<file path="src/rtl/riscv_pkg.sv">
// Shared store-path definitions: store size encodings, size helpers and the
// store sequencer FSM state type.
package riscv_pkg;

    typedef enum logic [2:0] {
        SB = 3'd0,
        SH = 3'd1,
        SW = 3'd2
    } store_ctrl_t;

    localparam int SZ_BYTE = 1;
    localparam int SZ_HALF = 2;
    localparam int SZ_WORD = 4;

    typedef enum logic [1:0] {
        ST_IDLE  = 2'd0,
        ST_BEAT0 = 2'd1,
        ST_BEAT1 = 2'd2,
        ST_DONE  = 2'd3
    } st_state_t;

    // Byte mask of an unshifted store; reserved codes fall back to a byte.
    function automatic logic [3:0] size_mask(input logic [2:0] ctrl);
        case (ctrl)
            SH:      size_mask = 4'((1 << SZ_HALF) - 1);
            SW:      size_mask = 4'((1 << SZ_WORD) - 1);
            default: size_mask = 4'((1 << SZ_BYTE) - 1);
        endcase
    endfunction

endpackage

</file>
<file path="src/rtl/store_align.sv">
// Combinational store lane alignment: byte offset, size and data in; an
// 8-lane byte mask and 64-bit shifted data out, spanning two bus words.
module store_align
    import riscv_pkg::*;
(
    input  logic [1:0]  i_off,
    input  logic [2:0]  i_ctrl,
    input  logic [31:0] i_data,
    output logic [7:0]  o_mask8,
    output logic [63:0] o_data64,
    output logic        o_split
);

    logic [3:0]  w_mask4;
    logic [31:0] w_data_masked;

    always_comb begin
        w_mask4       = size_mask(i_ctrl);
        w_data_masked = i_data & {{8{w_mask4[3]}}, {8{w_mask4[2]}},
                                  {8{w_mask4[1]}}, {8{w_mask4[0]}}};
        o_mask8       = {4'b0000, w_mask4} << i_off;
        o_data64      = {32'd0, w_data_masked} << {i_off, 3'b000};
        // Any lane landing in the upper word means a second bus beat.
        o_split       = |o_mask8[7:4];
    end

endmodule

</file>
<file path="src/rtl/store_seq_ctrl.sv">
// Store-path sequencer: effective-address adder, per-beat registers and a
// request/grant FSM that issues one or two word-aligned memory beats.
module store_seq_ctrl
    import riscv_pkg::*;
#(
    parameter int XLEN = 32
) (
    input  logic            clk,
    input  logic            rst,
    input  logic            st_valid,
    output logic            st_ready,
    input  logic [XLEN-1:0] st_base,
    input  logic [11:0]     st_imm,
    input  logic [XLEN-1:0] st_data,
    input  logic [2:0]      st_ctrl,
    output logic            mem_req,
    input  logic            mem_gnt,
    output logic [XLEN-1:0] mem_addr,
    output logic [XLEN-1:0] mem_wdata,
    output logic [3:0]      mem_be,
    output logic            st_done,
    output logic            st_split
);

    st_state_t       r_state;
    st_state_t       w_next_state;

    logic [XLEN-1:0] w_ea;
    logic [XLEN-1:0] w_b0_addr;
    logic [7:0]      w_mask8;
    logic [63:0]     w_data64;
    logic            w_split;
    logic            w_accept;

    logic [XLEN-1:0] r_b0_addr;
    logic [XLEN-1:0] r_b1_addr;
    logic [XLEN-1:0] r_b0_wdata;
    logic [XLEN-1:0] r_b1_wdata;
    logic [3:0]      r_b0_be;
    logic [3:0]      r_b1_be;
    logic            r_split;

    assign w_ea      = st_base + {{(XLEN-12){st_imm[11]}}, st_imm};
    assign w_b0_addr = {w_ea[XLEN-1:2], 2'b00};
    assign w_accept  = st_valid & st_ready;

    store_align u_align (
        .i_off    (w_ea[1:0]),
        .i_ctrl   (st_ctrl),
        .i_data   (st_data),
        .o_mask8  (w_mask8),
        .o_data64 (w_data64),
        .o_split  (w_split)
    );

    // Both beats are captured at acceptance so input changes cannot disturb
    // a store already on the bus.
    always_ff @(posedge clk) begin
        if (rst) begin
            r_b0_addr  <= '0;
            r_b1_addr  <= '0;
            r_b0_wdata <= '0;
            r_b1_wdata <= '0;
            r_b0_be    <= '0;
            r_b1_be    <= '0;
            r_split    <= 1'b0;
        end else if (w_accept) begin
            r_b0_addr  <= w_b0_addr;
            r_b1_addr  <= w_b0_addr + XLEN'(4);
            r_b0_wdata <= w_data64[31:0];
            r_b1_wdata <= w_data64[63:32];
            r_b0_be    <= w_mask8[3:0];
            r_b1_be    <= w_mask8[7:4];
            r_split    <= w_split;
        end
    end

    // NOTE: state lives in non-blocking assignments; the combinational blocks
    // below assign defaults first so no path leaves a latch behind.
    always_ff @(posedge clk) begin
        if (rst) r_state <= ST_IDLE;
        else     r_state <= w_next_state;
    end

    always_comb begin
        w_next_state = r_state;
        case (r_state)
            ST_IDLE:  if (st_valid) w_next_state = ST_BEAT0;
            ST_BEAT0: if (mem_gnt)  w_next_state = r_split ? ST_BEAT1 : ST_DONE;
            ST_BEAT1: if (mem_gnt)  w_next_state = ST_DONE;
            ST_DONE:  w_next_state = ST_IDLE;
            default:  w_next_state = ST_IDLE;
        endcase
    end

    always_comb begin
        st_ready  = 1'b0;
        mem_req   = 1'b0;
        mem_addr  = '0;
        mem_wdata = '0;
        mem_be    = '0;
        st_done   = 1'b0;
        st_split  = 1'b0;
        case (r_state)
            ST_IDLE:  st_ready = ~rst;
            ST_BEAT0: begin
                mem_req   = 1'b1;
                mem_addr  = r_b0_addr;
                mem_wdata = r_b0_wdata;
                mem_be    = r_b0_be;
            end
            ST_BEAT1: begin
                mem_req   = 1'b1;
                mem_addr  = r_b1_addr;
                mem_wdata = r_b1_wdata;
                mem_be    = r_b1_be;
            end
            ST_DONE: begin
                st_done  = 1'b1;
                st_split = r_split;
            end
            default: ;
        endcase
    end

endmodule

</file>
<file path="config.mk">
export PLATFORM = sky130hd
export DESIGN_NAME = store_seq_ctrl
export DESIGN_NICKNAME = d
export VERILOG_FILES = /design/src/rtl/riscv_pkg.sv /design/src/rtl/store_align.sv /design/src/rtl/store_seq_ctrl.sv
export SDC_FILE = /design/constraint.sdc
export NUM_CORES = 1
export LEC_CHECK = 0
export ABC_CLOCK_PERIOD_IN_PS = 8800
export CORE_UTILIZATION = 35
export CTS_CLUSTER_DIAMETER = 80
export DETAILED_ROUTE_END_ITERATION = 10
export SYNTH_ARGS = -nofsm -noshare
export SYNTH_HDL_FRONTEND = slang
export SYNTH_HIERARCHICAL = 1
export SYNTH_SLANG_ARGS = --single-unit
</file>
<file path="constraint.sdc">
create_clock -name clk -period 8.8 [get_ports clk]
set_input_delay 1.76 -clock clk [delete_from_list [all_inputs] [get_ports clk]]
set_output_delay 1.76 -clock clk [all_outputs]
set_load 0.01 [all_outputs]
</file>
; ---- After elaboration in Yosys (flattened, before gate mapping)
; Index checks and enable logic that the tools add are counted.
; Widths: inputs -> output; s select.
[word_totals]
in_bits = 83
reg_bits = 137
out_inout_bits = 72
wordCells = 40
[classes]
muxes = 13
addsub = 2
shift = 2
n_reduce_logical = 4
bitwise = 3
eq_ne = 8
[op_table]
columns = cell, n
row1 = $pmux 32 s2, 2
row2 = $shl 32x5->64, 1
row3 = $add 32x3->32 const B, 1
row4 = $add 32x32->32, 1
row5 = $and 32x32->32, 1
row6 = $pmux 4 s2, 2
row7 = $pmux 2 s4, 1
row8 = $shl 4x2->8, 1
row9 = $mux 2, 3
row10 = $ne 2x2->1 const B, 3
row11 = $mux 1, 5
row12 = $eq 2x2->1 const B, 2
row13 = $reduce_or 4->1, 1
row14 = $eq 3x1->1 const B, 1
row15 = $eq 3x2->1 const B, 1
row16 = $reduce_and 3->1, 1
row17 = $eq 2x1->1 const B, 1
row18 = $logic_not 2->1, 1
row19 = $reduce_or 2->1, 1
row20 = $and 1x1->1, 1
row21 = $not 1->1, 1

; ---- Logic depth before layout (Yosys ltp)
; Gate-level depths: netlist (run 1).
[depth]
depth_word = 4
mapped_depth = 12

; ---- Hierarchy
; Netlist (run 1), hierarchy kept.
[modules_own_cells]
columns = mod, area_each_um2, seq_area_each_um2, cells_each, n_inst
row1 = store_seq_ctrl, 8743.4, 2702.6, 1095, 1
row2 = store_align, 1052.3, 0.0, 147, 1

; ---- Least setup slack after synthesis (run 1)
; No wires, ideal clock.
[synth_path]
kind = input -> register
start = input port st_base[0]
end = register r_b1_addr[25]
setup_ns = 0.091
slack_ns = 4.091
arrival_ns = 4.618
required_time_ns = 8.709
path_stages = 12
cell_sequence = ha_1 inv_1 fa_1 and2b_4 o2111a_1 o211ai_1 a221oi_2 nand2_2 nor4_4 nand4_2 or3_1 a311oi_1
[synth_via]
elab_chain_cells = 2
[synth_rtl]
columns = element, line
row1 = from (decl), store_seq_ctrl.sv:12  ; input logic [XLEN-1:0] st_base,
row2 = $add 32x32->32, store_seq_ctrl.sv:43  ; assign w_ea = st_base + {{(XLEN-12){st_imm[11]}}, st_imm};
row3 = $add 32x3->32, store_seq_ctrl.sv:69  ; r_b1_addr <= w_b0_addr + XLEN'(4);
row4 = to (signal assigned), store_seq_ctrl.sv:69
row5 = to (decl), store_seq_ctrl.sv:36  ; logic [XLEN-1:0] r_b1_addr;
; Every way passes these cells.
; A chain may end at the register's enable or synchronous reset.

; ---- Worst setup path after layout (run 1)
[layout_path]
start = input port st_imm[11]
end = register r_b1_addr[30]
[layout_via]
elab_chain_cells = 2
[layout_rtl]
columns = element, line
row1 = from (decl), store_seq_ctrl.sv:13  ; input logic [11:0] st_imm,
row2 = $add 32x32->32, store_seq_ctrl.sv:43
row3 = $add 32x3->32, store_seq_ctrl.sv:69
; Every way passes these cells.

==> results of run 1 <==
[worst paths after layout]
check                                endpoint  slack, ns  cells past startpoint
worst min register to register   r_b0_addr[2]       0.47                      2
worst max-delay path            r_b1_addr[30]       3.32                     11
worst max register to register        r_split       5.74                      8
worst min-delay path             r_b0_addr[2]       0.47                      2
[per-stage QoR]
step           setup WS [ns]  hold slack, ns  std cells  utilization (%)
5_1_grt                 3.04           0.489       1716             44.1
3_3_place_gp            2.90           0.448       1685             42.0
2_1_floorplan           4.09           0.437       1251                -
3_5_place_dp            2.86           0.458       1685             42.0
6_report                3.32           0.466       1716             44.1
4_1_cts                 3.31           0.466       1716             44.1
[final cells by class]
class / instances / area share [%]
multi-input cells: 1004 / 55.2
flip-flops and latches: 135 / 22.5
repair buffers: 160 / 13.1
well taps: 372 / 3.88
clock buffers: 20 / 3.81
clock inverters: 11 / 1.05
inverters: 14 / 0.438
[placed cells by master (no fill, tap or decap), types with 5 or more instances in the layout]
cell type	count
nor2b_1	68
mux2i_1	19
conb_1	11
nand2_1	144
a22o_1	8
o21ai_0	124
nand2b_1	77
a221o_1	26
and2_1	22
nand3_1	11
a22oi_1	66
o21a_1	5
a21o_1	6
o211ai_1	8
dfxtp_1	135
o21ai_1	5
xor2_1	12
ha_1	34
clkdlybuf4s50_1	151
nor3_1	12
buf_4	8
clkbuf_16	17
inv_1	14
nand4_1	13
or3_1	5
a211oi_1	12
o31ai_1	5
and3_1	6
o21bai_1	5
nand3b_1	46
nor2_1	92
xnor2_1	27
a21oi_1	35
[flip-flops by register name, summed over array words and instances, names as in the netlist]
signal and count:
r_split 1, r_state 2, r_b0_wdata 32, r_b1_be 4, r_b0_be 4, r_b0_addr 30, r_b1_wdata 32, r_b1_addr 30
[cell families after synthesis]
group	after synthesis	share of synthesized area, %
adders and majority gates	38	4.93
other	2	0.0767
and+or+nand+nor	539	30.2
xor gates and xnor gates	44	4.32
DFF	135	27.6
AOI/OAI and AO/OA	351	25.4
muxes	21	2.20
buffers and inverters	112	5.34
[power by group]
part | internal (mW) | total (mW) | switching [mW]
logic | 0.369 | 0.936 | 0.567
clock network | 0.430 | 0.702 | 0.272
registers | 0.718 | 0.774 | 0.0556
total | 1.52 | 2.41 | 0.895
[cells in the mapped netlist, types with 10 or more instances]
master / n
nor2b_1: 68
clkbuf_1: 64
buf_4: 11
and2_1: 23
nor2_1: 92
nand2_1: 145
nand3_1: 11
nand2b_1: 77
mux2i_1: 19
o21ai_0: 124
a221o_1: 26
xor2_1: 12
ha_1: 37
xnor2_1: 27
dfxtp_1: 135
nand4_1: 13
nand3b_1: 46
nor3_1: 12
buf_2: 10
a21oi_1: 35
inv_1: 14
a22oi_1: 66
a211oi_1: 12
[critical path: stages]
cell             delay, ns
clkdlybuf4s50_1       0.83
ha_1                  0.59
a21oi_1               0.28
o21ai_1               0.14
a221o_1               0.42
o31a_4                0.41
xnor2_2               0.19
nor4_4                0.36
nand4_1               0.20
or3_1                 0.39
a31o_1                0.20
[metal layers]
layer  vias to the layer above  share of wire [%]
li1                       4597                  -
met1                      4374                 49
met2                       271                 45
met3                        28                5.2
met4                         0                1.3
met5                         -                  0
==> results.sh, run 1 <==
export IMPL_nets=1453
export IMPL_start_util_pct=36.0
export IMPL_wl_mm=28.5
export IMPL_cts_hold_buf=0
export IMPL_cts_made_buffers=17
export IMPL_clk_latency_ns=0.42
export IMPL_fin_crit_ns=5.48
export IMPL_use_met2_pct=31.1
export IMPL_cts_htree_levels=4
export IMPL_met3_usage_pct=3.03
export IMPL_timing_final_max_slew_violations=0
export IMPL_grt_max_degree=137
export IMPL_placed_area_sq_um=11400
export IMPL_yosys_warnings=6
export IMPL_seq_area_sq_um=2700
export IMPL_synth_area_leaders="dfxtp_1 28%, o21ai_0 6.3%, nand2_1 5.6%, a22oi_1 5.1%, nand2b_1 4.9%"
export IMPL_vias_per_cell=5.40
export IMPL_cts_tree="built"
export IMPL_gr_usage_met1_pct=28.3
export IMPL_drive_gt1_share_pct=6.99
export IMPL_multi_input_area_sq_um=6620
export IMPL_yosys_area_top_type_share_pct=27.6
export IMPL_fillers=2822
export IMPL_clkTransAtPathRegs_ns=0.06
export IMPL_dp_hpwl_mm=19.8
export IMPL_skew_ns=0.00387
export IMPL_antenna_found_initial=0
export IMPL_rr_startpoint="r_state[0]"
export IMPL_ys_flop_type="dfxtp_1"
export IMPL_post_cts_buffers=0
export IMPL_slew_headroom_pct=21.7
export IMPL_crit_type="in2reg"
export IMPL_worstSetupStartpointType="input pin"
export IMPL_p_leak_nw=4.08
export IMPL_grt_most_used_layer="met2"
export IMPL_fp_dieArea_sq_um=28700
export IMPL_clock_sinks=135
export IMPL_netlist_instances=1242
export IMPL_ctsResizeCount=0
export IMPL_rsz0062_at_grt="no"
export IMPL_critPathMaxFanout=21
export IMPL_ys_ff_latch=135
export IMPL_finalPower_mw=2.41
export IMPL_synth_area_sq_um=9800
export IMPL_power_density_nw_per_um2=201
export IMPL_fin_tns_setup_ns=0
export IMPL_vdd_drop_max_v=0.000127
export IMPL_routedWlPerCell_microns=16.6
export IMPL_drcViolationCount=0
export IMPL_ys_seq_area_share_pct=27.6
export IMPL_drt_pass1_iter_count=5
export IMPL_die_x_microns=169
export IMPL_hold_violations=0
export IMPL_status="finished, final reports clean"
export IMPL_cts_root_buf="clkbuf_16"
export IMPL_yosysTopAreaCell="dfxtp_1"
export IMPL_ant_nets=0
export IMPL_num_rows=60
export IMPL_cp_arrival_ns=5.80
export IMPL_grt_first_pass_wirelength_mm=45.7
export IMPL_antenna_cells=0
export IMPL_syn2layout_area_growth_pct=22.5
export IMPL_coreArea_sq_um=27200
export IMPL_end_kind="flip-flop"
export IMPL_period_share_pct=62.3
export IMPL_ys_types=94
export IMPL_synth_edf_count=0
export IMPL_die_h_microns=169
export IMPL_cap_violations=0
export IMPL_postSynthAreaPerCell_sq_um=7.89
export IMPL_synthArstFlopShare_pct=0
export IMPL_io_pins=155
export IMPL_portBuffers=152
export IMPL_startpoint="st_imm[11]"
export IMPL_clock_path_buffers=2
export IMPL_design_area_sq_um=12000
export IMPL_gp_congestion=0.890
export IMPL_grt_usage_pct=19.9
export IMPL_grt_pass1_vias=8599
export IMPL_hold_class="reg2reg"
export IMPL_initialDrtViolationCount=842
export IMPL_max_freq_mhz=182
export IMPL_worstHoldStart="r_b0_addr[2]"
export IMPL_tightest_slew_ns=1.17
export IMPL_cp_required_ns=9.11
export IMPL_setup_viol=0
export IMPL_vias=9270
export IMPL_overflow=0
(Power assumes the default switching activity.)
==> run 2: changes to the inputs <==
--- a/config.mk
+++ b/config.mk
@@ -5,7 +5,7 @@
 export SDC_FILE = /design/constraint.sdc
 export NUM_CORES = 1
 export LEC_CHECK = 0
-export ABC_CLOCK_PERIOD_IN_PS = 8800
+export ABC_CLOCK_PERIOD_IN_PS = 5500
 export CORE_UTILIZATION = 35
 export CTS_CLUSTER_DIAMETER = 80
 export DETAILED_ROUTE_END_ITERATION = 10
==> constraint.sdc (replaced) <==
create_clock -name clk -period 5.5 [get_ports clk]
set_input_delay 1.1 -clock clk [delete_from_list [all_inputs] [get_ports clk]]
set_output_delay 1.1 -clock clk [all_outputs]
set_load 0.01 [all_outputs]
==> run 2 against run 1 <==
Compared with the run above: via count is 0.20% lower; global-route usage hardly changed; count of clock-buffer cells in the layout is 1 lower; setup slack worse by 2.3 ns; die area stayed put; register-to-register slack worse by 2.8 ns; hold slack better by 0.0016 ns; wire length is 1.2% higher; final cell count is 0.29% higher; sequential share of layout area is 0.063 points lower; flip-flop and latch count stayed put.
==> results.sh, run 2 (same netlist as run 1, synthesis figures left out) <==
export IMPL_fp_dieArea_sq_um=28700
export IMPL_num_rows=60
export IMPL_syn2layout_area_growth_pct=22.8
export IMPL_cts_root_buf="clkbuf_16"
export IMPL_vdd_drop_max_v=0.000210
export IMPL_ctsResizeCount=0
export IMPL_power_density_nw_per_um2=320
export IMPL_routedWlPerCell_microns=16.7
export IMPL_tightest_slew_ns=1.16
export IMPL_gp_congestion=0.896
export IMPL_status="finished, final reports clean"
export IMPL_portBuffers=152
export IMPL_multi_input_area_sq_um=6620
export IMPL_fillers=2856
export IMPL_hold_class="reg2reg"
export IMPL_die_x_microns=169
export IMPL_vias_per_cell=5.38
export IMPL_slew_headroom_pct=22.8
export IMPL_final_cell_mix="151 x clkdlybuf4s50_1, 144 x nand2_1, 135 x dfxtp_1"
export IMPL_wl_mm=28.8
export IMPL_cts_htree_levels=4
export IMPL_coreArea_sq_um=27200
export IMPL_setup_viol=0
export IMPL_top_regs="r_b0_wdata x32, r_b1_wdata x32"
export IMPL_cp_arrival_ns=4.82
export IMPL_start_util_pct=36.0
export IMPL_post_cts_buffers=0
export IMPL_crit_type="in2reg"
export IMPL_cts_hold_buf=0
export IMPL_skew_ns=0.0110
export IMPL_setup_ws_ns=0.993
export IMPL_drcViolationCount=0
export IMPL_clock_path_buffers=2
export IMPL_period_share_pct=81.9
export IMPL_p_leak_nw=4.09
export IMPL_clk_latency_ns=0.42
export IMPL_seq_area_sq_um=2700
export IMPL_worstSetupStartpointType="input pin"
export IMPL_ant_nets=0
export IMPL_initialDrtViolationCount=772
export IMPL_fin_crit_ns=4.51
export IMPL_max_freq_mhz=222
export IMPL_cts_tree="built"
export IMPL_finalPower_mw=3.85
export IMPL_grt_max_degree=136
export IMPL_grt_first_pass_wirelength_mm=45.6
export IMPL_drive_gt1_share_pct=7.41
export IMPL_clkTransAtPathRegs_ns=0.06
export IMPL_antenna_cells=0
export IMPL_clock_sinks=135
export IMPL_end_kind="flip-flop"
export IMPL_grt_pass1_vias=8640
export IMPL_die_h_microns=169
export IMPL_hold_violations=0
export IMPL_drt_pass1_iter_count=5
export IMPL_fin_util_pct=44.3
export IMPL_nets=1457
export IMPL_holdWs_ns=0.467
export IMPL_dp_hpwl_mm=20.3
export IMPL_rsz0062_at_grt="no"
export IMPL_overflow=0
export IMPL_cap_violations=0
export IMPL_pre_cts_ws_ns=0.562
export IMPL_critPathMaxFanout=6
export IMPL_fin_tns_setup_ns=0
export IMPL_grt_usage_pct=19.9
export IMPL_antenna_found_initial=0
export IMPL_vias=9251
export IMPL_io_pins=155
export IMPL_final_common_cell="clkdlybuf4s50_1"
export IMPL_timing_final_max_slew_violations=0
export IMPL_cp_required_ns=5.81
export IMPL_cts_made_buffers=17
## run 2: worst paths after layout
kind | slack (ns) | to | cells past startpoint | from
setup / recovery | 0.99 | r_b1_addr[30] | 13 | st_base[0]
hold / removal | 0.47 | r_b0_addr[2] | 2 | r_b0_addr[2]
setup reg to reg | 2.94 | r_b0_wdata[23] | 6 | r_state[0]
hold reg to reg | 0.47 | r_b0_addr[2] | 2 | r_b0_addr[2]
## run 2: per-layer routing
layer | track usage [%] | vias to the layer above | part of all wire [%]
met3 | 3.29 | 31 | 5.5
met2 | 32.5 | 277 | 46
met1 | 27.0 | 4342 | 47
met4 | 5.48 | 0 | 1.4
met5 | 0 | - | 0
li1 | - | 4601 | -
## run 2: report_power, final
group	leakage, nW	switching, mW	internal, mW
clock network	0.268	0.448	0.649
logic	2.72	0.912	0.605
registers	1.10	0.0905	1.15
## run 2: per-stage QoR
| stage | area [sq um] | cells |
|---|---|---|
| final | 12000 | 1721 |
| after global routing | 12000 | 1721 |
| after CTS | 12000 | 1721 |
| after detailed placement | 11500 | 1689 |
| after global placement | 11500 | 1689 |
| after floorplan | 9830 | 1251 |
## run 2: cell type report
cell class	count	area share (%)
clock buffers	19	3.76
well taps	372	3.87
flip-flops and latches	135	22.5
inverters	14	0.437
clock inverters	13	1.01
multi-input cells	1004	55.0
repair buffers	164	13.5
## run 2: critical path: stages
cell and delay [ns]:
clkdlybuf4s50_1 0.46, ha_1 0.26, inv_1 0.08, fa_1 0.40
and2b_4 0.29, o2111ai_2 0.20, a211oi_4 0.43, nor4b_1 0.12
nor4b_1 0.51, and3_1 0.26, nand4b_1 0.16, or3_1 0.34
a31o_1 0.20
==> run 3: changes to the inputs <==
--- a/config.mk
+++ b/config.mk
@@ -5,7 +5,7 @@
 export SDC_FILE = /design/constraint.sdc
 export NUM_CORES = 1
 export LEC_CHECK = 0
-export ABC_CLOCK_PERIOD_IN_PS = 5500
+export ABC_CLOCK_PERIOD_IN_PS = 4000
 export CORE_UTILIZATION = 35
 export CTS_CLUSTER_DIAMETER = 80
 export DETAILED_ROUTE_END_ITERATION = 10
==> constraint.sdc (replaced) <==
create_clock -name clk -period 4 [get_ports clk]
set_input_delay 0.8 -clock clk [delete_from_list [all_inputs] [get_ports clk]]
set_output_delay 0.8 -clock clk [all_outputs]
set_load 0.01 [all_outputs]
==> run 3 against run 2 <==
Compared with the run above: total power up 49%; count of clock-buffer cells in the layout up 2; flip-flop and latch count unchanged; combinational power up 55%; critical path depth unchanged; setup slack worse by 0.85 ns; core utilization up 4.9 points; register-to-register slack worse by 1.2 ns; final area up 11%; hold slack better by 0.0058 ns; largest power group unchanged.
==> results.sh, run 3 (same netlist as run 1, synthesis figures left out) <==
export IMPL_status="finished, final reports clean"
export IMPL_clkTransAtPathRegs_ns=0.06
export IMPL_power_density_nw_per_um2=431
export IMPL_p_switching_mw=2.03
export IMPL_seq_area_sq_um=2700
export IMPL_routedWlPerCell_microns=15.8
export IMPL_slew_headroom_pct=24.6
export IMPL_portBuffers=152
export IMPL_num_rows=60
export IMPL_antenna_cells=0
export IMPL_grt_usage_pct=20.7
export IMPL_rsz0062_at_grt="no"
export IMPL_pwr_share_comb_pct=41.0
export IMPL_p_clk_share_pct=29.4
export IMPL_fillers=2715
export IMPL_vias_per_cell=5.22
export IMPL_grt_pass1_vias=9431
export IMPL_cts_tree="built"
export IMPL_clk_latency_ns=0.42
export IMPL_nets=1606
export IMPL_switching_share_pct=35.2
export IMPL_drive_gt1_share_pct=17.7
export IMPL_initialDrtViolationCount=732
export IMPL_final_cell_mix="156 x buf_4, 148 x clkdlybuf4s50_1, 144 x nand2_1"
export IMPL_placed_cells=1831
export IMPL_cts_root_buf="clkbuf_16"
export IMPL_hold_violations=0
export IMPL_worstSetupStartpointType="input pin"
export IMPL_cts_htree_levels=4
export IMPL_end_kind="flip-flop"
export IMPL_tightest_slew_ns=1.13
export IMPL_dp_hpwl_mm=21.5
export IMPL_timing_final_max_slew_violations=0
export IMPL_max_stage_delay_ns=0.65
export IMPL_design_area_sq_um=13400
export IMPL_die_x_microns=169
export IMPL_fp_dieArea_sq_um=28700
export IMPL_ant_nets=0
export IMPL_overflow=0
export IMPL_multi_input_area_sq_um=6740
export IMPL_crit_buf_inv=4
export IMPL_coreArea_sq_um=27200
export IMPL_grt_first_pass_wirelength_mm=47.7
export IMPL_crit_type="in2reg"
export IMPL_clock_path_buffers=2
export IMPL_start_util_pct=36.0
export IMPL_top_regs="r_b0_wdata x32, r_b1_wdata x32"
export IMPL_syn2layout_area_growth_pct=36.5
export IMPL_io_pins=155
export IMPL_cp_slowest_cell="o31ai_1"
export IMPL_cp_top_family="simple AND/OR/NAND/NOR gates"
export IMPL_gr_usage_met1_pct=27.5
export IMPL_cp_cell_sequence="clkdlybuf4s50_1 -> buf_6 -> buf_4 -> ha_1 -> nand2_1 -> o31ai_1 -> o31a_4 -> xnor2_2 -> buf_4 -> nor4_2 -> nand4_1 -> or4_4 -> o211ai_1"
export IMPL_cp_required_ns=4.35
export IMPL_placed_area_sq_um=12500
export IMPL_skew_ns=0.00528
export IMPL_cap_violations=0
export IMPL_setup_viol=0
export IMPL_intPower_mw=3.73
export IMPL_path_common_cell="buf_4"
export IMPL_grt_max_degree=136
export IMPL_hold_class="reg2reg"
export IMPL_finalPower_mw=5.76
export IMPL_die_h_microns=169
export IMPL_cts_made_buffers=17
export IMPL_p_leak_nw=4.91
export IMPL_period_share_pct=96.3
export IMPL_wl_mm=29.5
export IMPL_gp_congestion=0.940
export IMPL_cp_arrival_ns=4.20
export IMPL_use_met2_pct=34.4
export IMPL_vias=9757
export IMPL_drcViolationCount=0
export IMPL_p_seq_share_pct=29.6
export IMPL_instances_no_fill=1869
export IMPL_max_freq_mhz=259
export IMPL_met3_usage_pct=3.06
export IMPL_critPathMaxFanout=9
export IMPL_clock_sinks=135
export IMPL_drt_pass1_iter_count=5
export IMPL_vdd_drop_max_v=0.000247
export IMPL_final_common_cell="buf_4"
export IMPL_grt_most_used_layer="met2"
export IMPL_fin_crit_ns=3.85
export IMPL_antenna_found_initial=0
[run 3: cell types whose count changed in the layout (fill, tap and decap cells not counted), sizes merged]
cell,change
clkinvlp,-3
clkbuf,+2
dlymetal6s2s,+3
buf,+149
bufinv,+3
clkdlybuf4s50,-3
inv,-3
[run 3: power by group through the flow]
stage,logic [mW],registers [mW],clock network (mW)
final,2.36,1.70,1.69
after CTS,2.34,1.70,1.72
after floorplan,1.48,1.70,0
after detailed placement,2.33,1.73,0
after global placement,2.32,1.72,0
after global routing,2.59,1.73,1.78
[run 3: repair_timing]
item | 4_1_cts | 5_1_grt
hold buffers | 0 | 0
resized for setup | 0 | 27
endpoints found under the hold margin | 0 | 0
endpoints found under the setup margin | 0 | 10
setup buffers | 0 | 7
[run 3: path summary, 6_finish.rpt]
check / to / startpoint / cells after the start / slack [ns]
max: r_b1_addr[27] / st_imm[11] / 13 / 0.15
min: r_b1_wdata[25] / r_b1_wdata[25] / 2 / 0.47
max reg2reg: r_b1_wdata[9] / r_state[0] / 6 / 1.79
min reg2reg: r_b1_wdata[25] / r_b1_wdata[25] / 2 / 0.47
[run 3: metrics by stage]
stage                     setup TNS (ns)  worst slack [ns]  hold slack [ns]  utilization [%]
after floorplan                        0             0.251            0.437                -
after CTS                              0           0.00344            0.472             48.5
after global placement             -3.19            -0.368            0.446             46.2
after detailed placement           -4.08            -0.439            0.463             46.2
after global routing                   0           0.00245            0.491             49.2
final                                  0             0.146            0.473             49.2
[run 3: worst reg2reg max path, delay by kind of cell (launching register included)]
| kind | cells | cell delay [ns] |
|---|---|---|
| flops | 1 | 0.35 |
| buf+inv | 2 | 0.59 |
| fa+ha+maj | 1 | 0.18 |
| compound gates | 1 | 0.18 |
| simple gates | 2 | 0.76 |
[run 3: cell type report]
type,count,area share (%)
Clock buffer,21,3.52
Clock inverter,10,1.27
Timing Repair Buffer,313,20.8
Multi-Input combinational cell,1004,50.4
Sequential cell,135,20.2
Inverter,14,0.393
Tap cell,372,3.48
[run 3: layer usage]
metal / share of wire, % / routed length (microns)
met1: 48 / 14000
met2: 46 / 13600
met3: 4.5 / 1320
met4: 2.0 / 585
met5: 0 / 0
